$ cat src/rtl/bcd_to_decimal_decoder.sv
// Sequential BCD-to-decimal decoder: unpacks a word of BCD digits and presents them MSD-first as one-hot codes.
// Optional error counter (ports err_clr/err_count) is built when BCD_DEC_ERR_CNT_EN is defined.
module bcd_to_decimal_decoder #(
    parameter int DIGITS    = 4,
    parameter int ERR_CNT_W = 8,
    localparam int IDX_W    = (DIGITS > 1) ? $clog2(DIGITS) : 1
) (
    input  logic                  clk,
    input  logic                  rst_n,
`ifdef BCD_DEC_ERR_CNT_EN
    input  logic                  err_clr,
    output logic [ERR_CNT_W-1:0]  err_count,
`endif
    input  logic                  in_valid,
    output logic                  in_ready,
    input  logic [4*DIGITS-1:0]   in_bcd,
    output logic                  out_valid,
    input  logic                  out_ready,
    output logic [9:0]            out_onehot,
    output logic                  out_err,
    output logic [IDX_W-1:0]      out_idx,
    output logic                  out_last
);

    if (DIGITS < 1 || DIGITS > 8) begin : g_bad_digits
        $error("DIGITS must be in 1..8");
    end
    if (ERR_CNT_W < 1) begin : g_bad_cnt_w
        $error("ERR_CNT_W must be at least 1");
    end

    typedef enum logic {
        IDLE = 1'b0,
        BUSY = 1'b1
    } state_e;

    localparam logic [IDX_W-1:0] TOP_IDX = IDX_W'(DIGITS - 1);

    state_e                state_q;
    logic [4*DIGITS-1:0]   word_q;
    logic [IDX_W-1:0]      idx_q;
    logic [9:0]            onehot_q;
    logic                  err_q;

    logic                  accept;
    logic                  handoff;
    logic                  step;
    logic [IDX_W-1:0]      idx_d;
    logic [10:0]           load_dec;
    logic [10:0]           step_dec;

    // Selecting with constant indices keeps the mux free of out-of-range slices for non power-of-two DIGITS.
    function automatic logic [3:0] digit_at(input logic [4*DIGITS-1:0] word,
                                            input logic [IDX_W-1:0]    idx);
        logic [3:0] d;
        d = 4'd0;
        for (int i = 0; i < DIGITS; i++) begin
            if (idx == IDX_W'(i)) begin
                d = word[4*i +: 4];
            end
        end
        return d;
    endfunction

    // Returns {err, onehot}; codes 10-15 produce an all-zero one-hot with err set.
    function automatic logic [10:0] decode(input logic [3:0] d);
        logic [10:0] r;
        r = '0;
        if (d > 4'd9) begin
            r[10] = 1'b1;
        end else begin
            r[d] = 1'b1;
        end
        return r;
    endfunction

    assign out_valid  = (state_q == BUSY);
    assign out_last   = (idx_q == '0);
    assign out_idx    = idx_q;
    assign out_onehot = onehot_q;
    assign out_err    = err_q;

    assign in_ready = !out_valid || (out_ready && out_last);
    assign accept   = in_valid && in_ready;
    assign handoff  = out_valid && out_ready;
    assign step     = handoff && !out_last;

    // NOTE: every signal written here gets a value on every path first, so no latch can be inferred.
    always_comb begin
        idx_d    = idx_q - 1'b1;
        load_dec = decode(digit_at(in_bcd, TOP_IDX));
        step_dec = decode(digit_at(word_q, idx_d));
    end

    // NOTE: state uses non-blocking assignments so every register samples pre-edge values, independent of statement order.
    always_ff @(posedge clk or negedge rst_n) begin
        if (!rst_n) begin
            // NOTE: the word buffer is deliberately reset; a word interrupted by reset must never resume.
            state_q  <= IDLE;
            word_q   <= '0;
            idx_q    <= '0;
            onehot_q <= '0;
            err_q    <= 1'b0;
        end else begin
            unique case (state_q)
                IDLE: begin
                    if (accept) begin
                        state_q  <= BUSY;
                        word_q   <= in_bcd;
                        idx_q    <= TOP_IDX;
                        onehot_q <= load_dec[9:0];
                        err_q    <= load_dec[10];
                    end
                end
                BUSY: begin
                    if (accept) begin
                        // Last digit handed off while a new word waits: reload with no bubble.
                        word_q   <= in_bcd;
                        idx_q    <= TOP_IDX;
                        onehot_q <= load_dec[9:0];
                        err_q    <= load_dec[10];
                    end else if (step) begin
                        idx_q    <= idx_d;
                        onehot_q <= step_dec[9:0];
                        err_q    <= step_dec[10];
                    end else if (handoff) begin
                        state_q  <= IDLE;
                    end
                end
                default: state_q <= IDLE;
            endcase
        end
    end

`ifdef BCD_DEC_ERR_CNT_EN
    logic [ERR_CNT_W-1:0] err_cnt_q;

    // Clear wins over a same-cycle increment; the count saturates instead of wrapping.
    always_ff @(posedge clk or negedge rst_n) begin
        if (!rst_n) begin
            err_cnt_q <= '0;
        end else if (err_clr) begin
            err_cnt_q <= '0;
        end else if (handoff && err_q && (err_cnt_q != '1)) begin
            err_cnt_q <= err_cnt_q + 1'b1;
        end
    end

    assign err_count = err_cnt_q;
`endif

endmodule

$ cat config.mk
export PLATFORM = sky130hd
export DESIGN_NAME = bcd_to_decimal_decoder
export DESIGN_NICKNAME = d
export VERILOG_FILES = /design/src/rtl/bcd_to_decimal_decoder.sv
export SDC_FILE = /design/constraint.sdc
export NUM_CORES = 1
export LEC_CHECK = 0
export BUFFER_PORTS_ARGS = -buffer_cell sky130_fd_sc_hd__buf_2
export CAP_MARGIN = 20
export CORE_MARGIN = 3
export CORE_UTILIZATION = 27
export CTS_BUF_LIST = sky130_fd_sc_hd__clkbuf_8 sky130_fd_sc_hd__clkbuf_16
export DETAILED_ROUTE_END_ITERATION = 16
export GPL_TIMING_DRIVEN = 0
export PLACE_DENSITY = 0.52
export RECOVER_POWER = 50
export SLEW_MARGIN = 20
export SYNTH_ARGS = -nofsm -noshare
export SYNTH_HDL_FRONTEND = slang
export SYNTH_SLANG_ARGS = --single-unit
$ cat constraint.sdc
create_clock -name clk -period 2.2 [get_ports clk]
set_input_delay 0.55 -clock clk [delete_from_list [all_inputs] [get_ports clk]]
set_output_delay 0.55 -clock clk [all_outputs]
set_load 0.01 [all_outputs]
# Yosys cells after proc, flatten, opt, wreduce, memory -nomap -nowiden
# Index checks and enable logic that the tools add are counted.
# totals
reg_bits	30
input_bits	20
word_cells	60
# op_classes
addsub	1
n_lt_le_gt_ge	6
eq_ne	5
n_mux	30
bitwise_logic	1
n_reduce_logical	12
# ops
cell	n
$mux W10	5
$pmux W10 S2	1
$mux W16	1
$mux W4	4
$mux W1	11
$lt A4 B5 Y1 const B	2
$demux W1 S4	2
$ge A4 B1 Y1 const B	2
$gt A4 B4 Y1 const B	2
$logic_and A1 B1 Y1	6
$mux W2	3
$eq A2 B2 Y1 const B	2
$logic_not A2 Y1	2
$pmux W1 S2	2
$pmux W2 S2	1
$ne A3 B1 Y1 const B	1
$eq A2 B1 Y1 const B	1
$logic_not A1 Y1	2
$ne A2 B2 Y1 const B	1
$reduce_and A2 Y1	1
$sub A2 B1 Y2 const B	1
$logic_or A1 B1 Y1	1
$not A1 Y1	1

# Logic depth before layout (Yosys ltp)
# depth
word_depth	14
mapped_depth	7
mapped_depth_nobuf	7

# Least setup slack after synthesis
# No wires, ideal clock.
# synth_path
path_type	flip-flop to flip-flop
start	reg idx_q[0], in the netlist out_idx[0]
end	reg word_q[10]
setup_ns	0.128
t_arrival_ns	1.749
required_time_ns	2.072
path_slack_ns	0.323
path_stages_with_launch	8
n_path_buf	1
synth_period_minus_slack_ns	1.877
path_cell_list	dfrtp_1 inv_1 ha_1 nand2_1 nand2_1 nand2_2 buf_2 mux2_1
# synth_via
elab_chain_len	4
# synth_lines
item	line	source
from (decl)	41	logic [IDX_W-1:0] idx_q;
from (signal assigned)	123	idx_q <= idx_d;
$logic_not A2 Y1	78	assign out_last = (idx_q == '0);
net out_last	22	output logic out_last
$logic_and A1 B1 Y1	83	assign in_ready = !out_valid || (out_ready && out_last);
$logic_or A1 B1 Y1	83	
net in_ready	15	output logic in_ready,
$logic_and A1 B1 Y1	84	assign accept = in_valid && in_ready;
to (signal assigned)	109	word_q <= in_bcd;
to (signal assigned)	118	word_q <= in_bcd;
to (decl)	40	logic [4*DIGITS-1:0] word_q;
# The timed path passes the listed nets, and every way through them passes these cells.
# A chain may end at the register's enable or synchronous reset.

# Worst setup path after layout
# layout_path
start	reg idx_q[0], in the netlist out_idx[0]
end	out in_ready
# layout_via
elab_chain_len	3
# layout_lines
item	line
$logic_not A2 Y1	78
$logic_and A1 B1 Y1	83
$logic_or A1 B1 Y1	83
to (decl)	15
# Every way passes these cells.

==> metrics.yaml <==
outcome:
  status: "complete, but fails checks"
  violations: "max-capacitance violations, max-slew violations"
grt:
  grt_overflow: 0
  grt_antenna_before_repair: 0
  grt_pass1_vias: 1159
  grt_pass1_wl_um: 5830
  grt_max_degree: 31
  track_usage: 0.118
timing:
  final.period_utilization: 0.959
  relSlewSlack: -0.0719
  report.final.slew_viol_count: 31
  fmax_mhz: 474
  rsz0062_at_grt: "false"
  tns_ps: 0
  finalSetupViolCount: 0
  fin_skew_ps: 2.19
  period_minus_slack_ps: 2110
  tightestPinTransition_ps: 1610
  finalHoldViolCount: 0
yosys:
  synth_common_cells: "dfrtp_1 (30), mux2_1 (10), a22oi_1 (8)"
  synthTopCellsByArea: "dfrtp_1 (48%), mux2_1 (7.2%), mux2_2 (4.3%)"
  synth_cell_types: 42
  synth_top_family_by_area: "compound AO/OA/AOI/OAI gates"
  syn_inst: 127
  yosysMostFrequentCell: "dfrtp_1"
  yosys.area.top_type: "dfrtp_1"
  syn_nets: 151
  ys_warn_count: 0
  muxShareOfSynthArea: 0.116
  ys_ff_latch: 30
  synth_edf_count: 0
  async_flop_share: 1.00
  synthXorXnorAreaFrac: 0
  netlist_area_um2: 1560
  synth.avg_cell_area_um2: 12.3
  synth_fa_ha_area_frac: 0.0322
  synth_top_area_share: 0.482
  yosys.area_share.simple: 0.134
  ys_seq_area_frac: 0.482
  ys.flop_type: "dfrtp_1"
  synth_compound_area_frac: 0.218
power:
  power.switching_mw: 1.14
  p_clk_frac: 0.181
  p_sw_frac: 0.401
  p_int_mw: 1.70
  seq_power_share: 0.350
  power_density_nw_per_um2: 1480
  leakagePower_nw: 0.833
  comb_power_share: 0.469
  ir_worst_vdd_mv: 0.567
placement:
  dp_hpwl_um: 2870
  placedCellCount: 234
  portBuffers: 35
  gp_congestion: 0.815
drt:
  via_per_inst: 4.96
  drc: 0
  wl_per_cell_um: 14.9
  wl_um: 3610
  vias: 1200
  drtAntennaViolNets: 0
  dr.pass1.iters: 4
  drt_iter0_markers: 66
clock_tree:
  htree_num_levels: 2
  cts_hold_buffers: 0
  clkTransAtPathRegs_ps: 60
  tritoncts: "yes"
  ctsResizeCount: 0
  clockBufferDepth: 2
  cts-root-buf: "clkbuf_8"
  cts_num_sinks: 30
  clk_latency_ps: 280
  cts_inserted_buffers: 5
  post_cts.repair.setup_buffers: 0
worst_setup_path:
  cp-start-kind: "register"
  reg2reg_from: "out_idx[0]$_DFFE_PN0P_"
  slowest_delay_ps: 410
  critical_path.cell_chain: "inv_1 -> ha_1 -> nand2_1 -> nand2_1 -> buf_2"
  critPathRequiredTime_ps: 1650
  cp_max_fo: 9
  rr_endpoint: "out_onehot[2]$_DFFE_PN0P_"
  cpMostUsedCell: "nand2_1"
  reg2reg_depth: 7
  path_class: "register to primary output"
  end_kind: "primary output"
  r2r_slack_ps: 210
  arrival_ps: 1560
  crit_slowest_cell: "dfrtp_1"
layout:
  synthToLayoutAreaGrowth_pct: 23.5
  n_antenna_cell: 0
  final_nets: 193
  finalNonFillerCells: 242
  layout-drive-gt1-share: 0.382
  fillers: 577
hold_path:
  hold_class: "input port to register"
  holdPathEnd: "word_q[6]$_DFFE_PN0P_"
  min_from: "in_bcd[6]"
  hold_depth: 2
floorplanning:
  rows: 27
  dieArea_um2: 6710
  ioPinCount: 36
  start_util: 0.281
  coreArea_um2: 5540
  die_w_um: 81.9
  die-height_um: 81.9
flow_run:
  drv_cap: 1
==> power by group through the flow <==
| stage | registers, mW | logic, mW | clock network (mW) |
|---|---|---|---|
| floorplan | 1.01 | 0.952 | 0 |
| global placement | 0.990 | 1.34 | 0 |
| detailed placement | 1.00 | 1.36 | 0 |
| CTS | 0.994 | 1.37 | 0.534 |
| global route | 1.02 | 1.48 | 0.561 |
| finish | 0.995 | 1.33 | 0.516 |
==> sequential cells by signal (all words and copies together), names as in the netlist <==
register / count
word_q: 16
out_onehot: 10
out_idx: 2
out_err: 1
out_valid: 1
==> placed cells by master, fill, tap and decap left out, types with 2 or more instances in the layout <==
cell type / synthesis / routed
nor3b_1: 3 / 3
a32oi_1: 2 / 2
nand3_1: 3 / 3
nor3_1: 4 / 4
o21ai_1: 7 / 7
mux2_1: 10 / 10
inv_1: 3 / 3
o31ai_1: 3 / 3
o22ai_2: 3 / 3
nor2_1: 3 / 3
dfrtp_1: 30 / 30
a31oi_1: 2 / 2
clkbuf_1: 0 / 8
a22oi_1: 8 / 8
clkbuf_8: 0 / 8
buf_2: 1 / 28
a221oi_2: 3 / 3
nand2b_1: 3 / 3
nand2_1: 6 / 6
ha_1: 4 / 4
mux2_2: 6 / 6
==> layer usage <==
layer / GRT usage / up-vias / share of wire
met5: 0 / - / 0
met3: 0.0384 / 6 / 0.071
met1: 0.152 / 590 / 0.47
li1: - / 568 / -
met4: 0.0498 / 0 / 0.015
met2: 0.179 / 36 / 0.45
==> worst max-delay path: cells and delay by family, from the launching register on <==
family	cells	cell delay, ps
fa+ha+maj	1	370
buf+inv	2	280
flops	1	410
simple gates	2	230
==> final cells by class <==
cell class | count | area, µm² | area share
Buffer | 2 | 12.5 | 0.00651
Clock buffer | 8 | 110 | 0.0573
Inverter | 4 | 15.0 | 0.00781
Multi-Input combinational cell | 91 | 778 | 0.405
Sequential cell | 30 | 751 | 0.391
Tap cell | 72 | 90.1 | 0.0469
Timing Repair Buffer | 35 | 165 | 0.0859
==> metrics by stage <==
step / hold slack [ps] / instance area [µm²] / utilization / total power [mW] / setup slack (ps)
6_report: 476 / 1920 / 0.347 / 2.84 / 90.5
3_5_place_dp: 485 / 1820 / 0.329 / 2.36 / 189
3_3_place_gp: 476 / 1820 / 0.329 / 2.33 / 231
4_1_cts: 313 / 1930 / 0.349 / 2.90 / 59.3
2_1_floorplan: 254 / 1560 / - / 1.96 / 323
5_1_grt: 465 / 1920 / 0.347 / 3.06 / 17.2
==> kinds of logic (layout without fill, tap and decap cells) <==
| family | after synthesis | count (layout) |
|---|---|---|
| compound gates | 37 | 37 |
| fa+ha+maj | 4 | 4 |
| buf+inv | 6 | 49 |
| flops | 30 | 30 |
| mux | 16 | 16 |
| simple gates | 34 | 34 |
==> worst max-delay path by stage <==
stage / start / to / slack, ps / cells past startpoint
detailed placement: out_idx[0]$_DFFE_PN0P_ / out_onehot[2]$_DFFE_PN0P_ / 190 / 7
floorplan: out_idx[0]$_DFFE_PN0P_ / word_q[10]$_DFFE_PN0P_ / 320 / 7
global route: out_idx[0]$_DFFE_PN0P_ / in_ready / 20 / 5
finish: out_idx[0]$_DFFE_PN0P_ / in_ready / 90 / 5
CTS: out_idx[0]$_DFFE_PN0P_ / in_ready / 60 / 5
global placement: out_idx[0]$_DFFE_PN0P_ / out_onehot[2]$_DFFE_PN0P_ / 230 / 7
Note: power is estimated with default switching activity, not from simulation.
